## config.mk

```make
export PLATFORM = sky130hd
export DESIGN_NAME = lcd_ctrl
export DESIGN_NICKNAME = d
export VERILOG_FILES = /design/src/rtl/lcd_ctrl.sv
export SDC_FILE = /design/constraint.sdc
export NUM_CORES = 1
export LEC_CHECK = 0
export BUFFER_PORTS_ARGS = -buffer_cell sky130_fd_sc_hd__buf_2
export CORE_ASPECT_RATIO = 1.75
export CORE_MARGIN = 2
export CORE_UTILIZATION = 45
export CTS_BUF_LIST = sky130_fd_sc_hd__clkbuf_16
export CTS_CLUSTER_SIZE = 14
export DETAILED_ROUTE_END_ITERATION = 10
export GPL_ROUTABILITY_DRIVEN = 0
export SETUP_SLACK_MARGIN = 0.2
export SLEW_MARGIN = 10
export SYNTH_ARGS = -nofsm -noshare
export SYNTH_HDL_FRONTEND = slang
export SYNTH_SLANG_ARGS = --single-unit
```

## constraint.sdc

```tcl
create_clock -name clk -period 7.8 [get_ports clk]
set_input_delay 2.34 -clock clk [delete_from_list [all_inputs] [get_ports clk]]
set_output_delay 2.34 -clock clk [all_outputs]
set_load 0.03 [all_outputs]
```

## src/rtl/lcd_ctrl.sv

```systemverilog
// HD44780-style LCD write controller: 4-entry request FIFO feeding a timed
// SETUP / EN PULSE / EXEC sequencer, preceded by a power-up wait and a 4-byte init.
module lcd_ctrl #(
  parameter int unsigned T_PWR  = 750000,
  parameter int unsigned T_SU   = 2,
  parameter int unsigned T_EN   = 25,
  parameter int unsigned T_EXEC = 2500,
  parameter int unsigned T_CLR  = 82000
) (
  input  logic       clk,
  input  logic       rst,
  input  logic       in_valid,
  input  logic       in_rs,
  input  logic [7:0] in_byte,
  output logic       in_ready,
  output logic       init_done,
  output logic       busy,
  output logic [2:0] level,
  output logic       EN,
  output logic       RW,
  output logic       RS,
  output logic [7:0] data
);

  localparam logic [31:0] L_PWR_LAST  = 32'(T_PWR - 1);
  localparam logic [31:0] L_SU_LAST   = 32'(T_SU - 1);
  localparam logic [31:0] L_EN_LAST   = 32'(T_EN - 1);
  localparam logic [31:0] L_EXEC_LAST = 32'(T_EXEC - 1);
  localparam logic [31:0] L_CLR_LAST  = 32'(T_CLR - 1);

  typedef enum logic [2:0] {S_PWR, S_INIT, S_IDLE, S_SETUP, S_PULSE, S_EXEC} state_t;

  state_t      r_state, w_state_nxt;
  logic [31:0] r_cnt;
  logic [1:0]  r_k;
  logic        r_init_done;
  logic        r_rs;
  logic [7:0]  r_data;
  logic [8:0]  r_fifo [4];
  logic [1:0]  r_wr_ptr, r_rd_ptr;
  logic [2:0]  r_count;

  logic        w_full, w_empty, w_push, w_pop;
  logic        w_load_init, w_k_inc, w_set_done;
  logic [7:0]  w_init_byte;
  logic [31:0] w_exec_last;
  logic [8:0]  w_head;

  assign w_full  = (r_count == 3'd4);
  assign w_empty = (r_count == 3'd0);
  assign w_push  = in_valid && !w_full;
  assign w_head  = r_fifo[r_rd_ptr];

  // Clear/home commands need the long execution wait.
  assign w_exec_last = (!r_rs && (r_data == 8'h01 || r_data == 8'h02)) ? L_CLR_LAST : L_EXEC_LAST;

  always_comb begin
    w_init_byte = 8'h38;
    case (r_k)
      2'd0:    w_init_byte = 8'h38;
      2'd1:    w_init_byte = 8'h0E;
      2'd2:    w_init_byte = 8'h01;
      default: w_init_byte = 8'h06;
    endcase
  end

  always_comb begin
    w_state_nxt = r_state;
    w_pop       = 1'b0;
    w_load_init = 1'b0;
    w_k_inc     = 1'b0;
    w_set_done  = 1'b0;
    case (r_state)
      S_PWR:   if (r_cnt == L_PWR_LAST) w_state_nxt = S_INIT;
      S_INIT: begin
        w_load_init = 1'b1;
        w_state_nxt = S_SETUP;
      end
      S_IDLE: begin
        if (!w_empty && r_init_done) begin
          w_pop       = 1'b1;
          w_state_nxt = S_SETUP;
        end
      end
      S_SETUP: if (r_cnt == L_SU_LAST) w_state_nxt = S_PULSE;
      S_PULSE: if (r_cnt == L_EN_LAST) w_state_nxt = S_EXEC;
      S_EXEC: begin
        if (r_cnt == w_exec_last) begin
          w_state_nxt = S_IDLE;
          if (!r_init_done) begin
            if (r_k != 2'd3) begin
              w_k_inc     = 1'b1;
              w_state_nxt = S_INIT;
            end else begin
              w_set_done = 1'b1;
            end
          end
        end
      end
      default: w_state_nxt = S_PWR;
    endcase
  end

  always_ff @(posedge clk) begin
    if (rst) begin
      r_state <= S_PWR;
      r_cnt   <= '0;
    end else begin
      r_state <= w_state_nxt;
      r_cnt   <= (w_state_nxt != r_state) ? '0 : r_cnt + 32'd1;
    end
  end

  always_ff @(posedge clk) begin
    if (rst) begin
      r_k         <= '0;
      r_init_done <= 1'b0;
      r_rs        <= 1'b0;
      r_data      <= '0;
    end else begin
      if (w_load_init) begin
        r_rs   <= 1'b0;
        r_data <= w_init_byte;
      end else if (w_pop) begin
        r_rs   <= w_head[8];
        r_data <= w_head[7:0];
      end
      if (w_k_inc)    r_k         <= r_k + 2'd1;
      if (w_set_done) r_init_done <= 1'b1;
    end
  end

  always_ff @(posedge clk) begin
    if (w_push) r_fifo[r_wr_ptr] <= {in_rs, in_byte};
  end

  always_ff @(posedge clk) begin
    if (rst) begin
      r_wr_ptr <= '0;
      r_rd_ptr <= '0;
      r_count  <= '0;
    end else begin
      if (w_push) r_wr_ptr <= r_wr_ptr + 2'd1;
      if (w_pop)  r_rd_ptr <= r_rd_ptr + 2'd1;
      case ({w_push, w_pop})
        2'b10:   r_count <= r_count + 3'd1;
        2'b01:   r_count <= r_count - 3'd1;
        default: r_count <= r_count;
      endcase
    end
  end

  assign in_ready  = !w_full;
  assign init_done = r_init_done;
  assign busy      = (r_state != S_IDLE) || !w_empty;
  assign level     = r_count;
  assign EN        = (r_state == S_PULSE);
  assign RW        = 1'b0;
  assign RS        = r_rs;
  assign data      = r_data;

endmodule

```

* Yosys cells after proc, flatten, opt, wreduce, memory -nomap -nowiden
Memory sizes are Yosys's and may differ from the RTL's. A register that Yosys moved wholly into a read port is not among the register bits. Index checks and enable logic that the tools add are counted. Widths: inputs -> output; s select.
Storage, ports and cells: flip-flop bits (word level) 54, bits in latches 0, RAM bits 36, bits in read-only memories 0, output and inout bits 17, word-level logic and storage cells 78, memories 1
Memory list:
- r_fifo | words 4, bits a word 9, read ports 1, clocked after Yosys merged registers in 1, write ports 1, line 39 | logic [8:0] r_fifo [4];
Cells by class: add/subtract/negate cells 6, multipliers 0, divide/modulo/power cells 0, order comparisons 0, equal/unequal tests 19, shift operators 0, muxes and demuxes 28, bitwise gates (word level) 0, reductions and logical operators 15
Operators with widths (count):
- $add 32x1->32 const B | 1
- $eq 32x1->1 const B | 1
- $eq 32x17->1 | 1
- $eq 32x20->1 const B | 1
- $eq 32x5->1 const B | 1
- $pmux 3 s6 | 1
- $pmux 6 s3 | 1
- $mux 17 | 1
- $mux 8 | 2
- $mux 3 | 5
- $mux 1 | 13
- $eq 3x3->1 const B | 3
- $eq 8x1->1 const B | 1
- $eq 8x2->1 const B | 1
- $mux 2 | 4
- $add 2x1->2 const B | 3
- $eq 3x2->1 const B | 2
- $logic_not 3->1 | 2
- $pmux 3 s2 | 1
- $eq 2x1->1 const B | 2
- $eq 2x2->1 const B | 2
- $reduce_bool 2->1 | 2
- $reduce_or 2->1 | 2
- $add 3x1->3 const B | 1
- other kinds (9) | 14

* Longest topological paths before layout
depth after elaboration 9, mapped depth 11

* Worst setup path before layout
No wires, ideal clock.
path type in2reg, from input in_valid, to register r_count[2], in the netlist level[2], library setup time 0.070 ns, data arrival time 3.708 ns, slack 4.022 ns, cell stages on the path 8, buffers on the path 0, cells stage by stage and2_1 > inv_1 > ha_1 > inv_1 > fa_1 > xor2_1 > or3_1 > a21oi_1
Between the ends: cells in the longest elaborated chain, start to end 3, elaborated cells on any way between the ends 5
RTL lines:
- from (decl) | line 12 | input logic in_valid,
- $logic_and 1x1->1 (*) | line 51 | assign w_push = in_valid && !w_full;
- $eq 2x1->1 or $eq 2x2->1 (tied branches) | line 145 | case ({w_push, w_pop})
- $pmux 3 s2 or $reduce_bool 2->1 (tied branches)
- to (signal assigned) | line 146 | 2'b10: r_count <= r_count + 3'd1;
- to (signal assigned) | line 147 | 2'b01: r_count <= r_count - 3'd1;
- to (signal assigned) | line 148 | default: r_count <= r_count;
- to (decl) | line 41 | logic [2:0] r_count;
Every way passes the cells marked *; elsewhere a longest branch is shown, timed or not. A chain may end at the register's enable or synchronous reset.

* Worst setup path in the final report
from register r_state[2], to output EN
Between the ends: cells in the longest elaborated chain, start to end 1
RTL lines:
- from (decl) | line 33 | state_t r_state, w_state_nxt;
- from (signal assigned) | line 109 | r_state <= w_state_nxt;
- $eq 3x3->1 | line 157 | assign EN = (r_state == S_PULSE);
- to (decl) | line 19 | output logic EN,
No other way between the ends.

==> impl_metrics.json <==
{
  "path_cells": "nor3b_1, buf_2",
  "hold_path_class": "flop to flop",
  "wl_mm": 8.87,
  "nets": 459,
  "fin_ws_ps": 3920,
  "worstPathMaxFanout": 12,
  "viasPerCell": 5.45,
  "antennaDiodeCount": 0,
  "cts_setup_buffers": 0,
  "fin_crit_sh": 0.498,
  "antenna_found_initial": 0,
  "cap_violations": 0,
  "start_util": 0.461,
  "path_class": "flop to output port",
  "final_hold_viol_count": 0,
  "required_ps": 5460,
  "crit_path_start_kind": "flop",
  "die_area_um2": 10500,
  "numCtsBuffers": 9,
  "syn_to_final_growth_pct": 10.7,
  "arrival_ps": 1540,
  "slowest_stage": "dfxtp_1",
  "setup_viol": 0,
  "design_area_um2": 4810,
  "core_um2": 9410,
  "cts_hold_buf": 0,
  "root_buffer": "clkbuf_16",
  "cts.reportedPaths.clkPinSlew_ps": 60,
  "ir_drop_mv": 0.146,
  "nFillCells": 884,
  "num_vias": 3052,
  "power_density_nw_per_um2": 197,
  "synth_top_area_share": 0.258,
  "pre_cts_ws_ps": 3790,
  "slew_viol_final": 0,
  "die_x_um": 78.3,
  "async_reset_ff_frac": 0,
  "h-tree-depth": 3,
  "max_slew.worst_pin.slew_ps": 882,
  "yosys_warnings": 0,
  "dp_hpwl_mm": 6.77,
  "ys_ff_latch": 92,
  "yosysTopAreaCell": "dfxtp_1",
  "synth_area_um2": 4340,
  "cp_top_family": "flip-flops",
  "syn_nets": 443,
  "drive_above_1_share": 0.167,
  "cp_num_buf_inv": 1,
  "first_iter_violations": 161,
  "tns_ps": 0,
  "clock_skew_ps": 4.84,
  "synth_most_common_cell": "nor2_1",
  "portBuffers": 27,
  "grt_pass1_wl_mm": 14.8,
  "grt_max_degree": 33,
  "netlist_instances": 417,
  "die_h_um": 134,
  "place_area_um2": 4540,
  "seq_area_frac_synth": 0.507,
  "status": "finished, final reports clean",
  "cts_tree": "yes",
  "synth_edf_count": 36,
  "rsz0062_at_grt": "false",
  "synthTopCellsByCount": "nor2_1 (62), dfxtp_1 (56), edfxtp_1 (36)",
  "relSlewSlack": 0.407,
  "io_pins": 29,
  "cts.path.max_buffers": 2,
  "clock_latency_ps": 340,
  "ys_types": 51,
  "cts_sinks": 92,
  "min_period_ps": 3880,
  "crit_path_end_kind": "output port",
  "timing.fmax_ghz": 0.258,
  "drtPass1Iterations": 4,
  "post_cts_resized": 0,
  "grt-ovfl-total": 0,
  "grt.total_usage": 0.183,
  "routedWlPerCell_um": 15.8,
  "p_leak_nw": 1.74,
  "synth_area_leaders": "dfxtp_1 (26%), edfxtp_1 (25%), nor2_1 (5.4%)",
  "syn_avg_cell_area_um2": 10.4,
  "drt_drc_violations_left": 0,
  "drtAntennaViolNets": 0,
  "slowest_delay_ps": 540,
  "grt_pass1_vias": 3100,
  "synth-main-ff-cell": "dfxtp_1",
  "row_count": 47
}
==> tightest hold or removal path: cells and delay by family, from the launching register on <==
kind | cells | cell delay (ps)
AND/OR/NAND/NOR | 1 | 60
AO/OA/AOI/OAI | 1 | 50
flip-flops | 1 | 320
==> worst paths after layout <==
| path | startpoint | end | slack [ps] | cells after the start |
|---|---|---|---|---|
| worst max-delay path | r_state[2]$_SDFF_PP0_ | EN | 3920 | 2 |
| worst min-delay path | RS$_SDFFE_PP0P_ | RS$_SDFFE_PP0P_ | 480 | 2 |
| worst max register to register | r_state[1]$_SDFF_PP0_ | level[2]$_SDFFE_PP0P_ | 5000 | 10 |
| worst min register to register | RS$_SDFFE_PP0P_ | RS$_SDFFE_PP0P_ | 480 | 2 |
==> sequential cells by signal (all words and copies together), names as in the netlist, named ones only <==
signal / count
init_done: 1
r_state: 3
r_fifo: 36
RS: 1
r_k: 2
data: 8
r_rd_ptr: 2
level: 3
r_cnt: 32
r_wr_ptr: 2
==> kinds of logic after synthesis <==
| family | after synthesis | synth area share |
|---|---|---|
| and+or+nand+nor | 191 | 0.231 |
| DFF | 92 | 0.507 |
| buffers and inverters | 39 | 0.0386 |
| xor gates and xnor gates | 37 | 0.0746 |
| AOI/OAI and AO/OA | 31 | 0.0510 |
| adders and majority gates | 14 | 0.0421 |
| muxes | 12 | 0.0542 |
| other | 1 | 0.000864 |
==> report_power, final <==
part | total [mW] | internal [mW] | switching (mW)
sequential | 0.519 | 0.512 | 0.00692
combinational | 0.0403 | 0.0147 | 0.0256
clock | 0.389 | 0.213 | 0.175
total | 0.948 | 0.740 | 0.208
==> metrics by stage <==
step            util  hold WS (ps)  total power, mW  instances
2_1_floorplan      -           469            0.557        417
3_3_place_gp   0.482           471            0.569        544
3_5_place_dp   0.482           474            0.571        544
4_1_cts        0.511           484            0.962        560
5_1_grt        0.511           507            0.982        560
6_report       0.511           477            0.948        560
==> cell usage in the layout (no fill, tap or decap), types with 10 or more instances in the layout <==
cell	count
nor2_1	62
dfxtp_1	56
edfxtp_1	36
nand2_1	35
buf_2	27
xor2_1	19
xnor2_1	18
nand4_1	17
inv_1	15
nand3_1	14
ha_1	13
a21oi_1	12
and3_1	11
nor3_1	10
==> metal layers <==
layer,global-route usage,up-vias,wire [um]
met1,0.185,1474,3230
met2,0.352,49,5190
met3,0.0390,14,260
li1,-,1515,-
met4,0.0809,0,191
met5,0,-,0
==> cell type report <==
cell class                      instances  area [um^2]  area share
Tap cell                              122          153      0.0318
Timing Repair Buffer                   30          158      0.0328
Sequential cell                        92         2200       0.458
Multi-Input combinational cell        286         1970       0.410
Clock buffer                            9          225      0.0469
Inverter                               14         52.6      0.0109
Clock inverter                          7         43.8     0.00911
No activity file was read; power rests on OpenSTA's default activity.
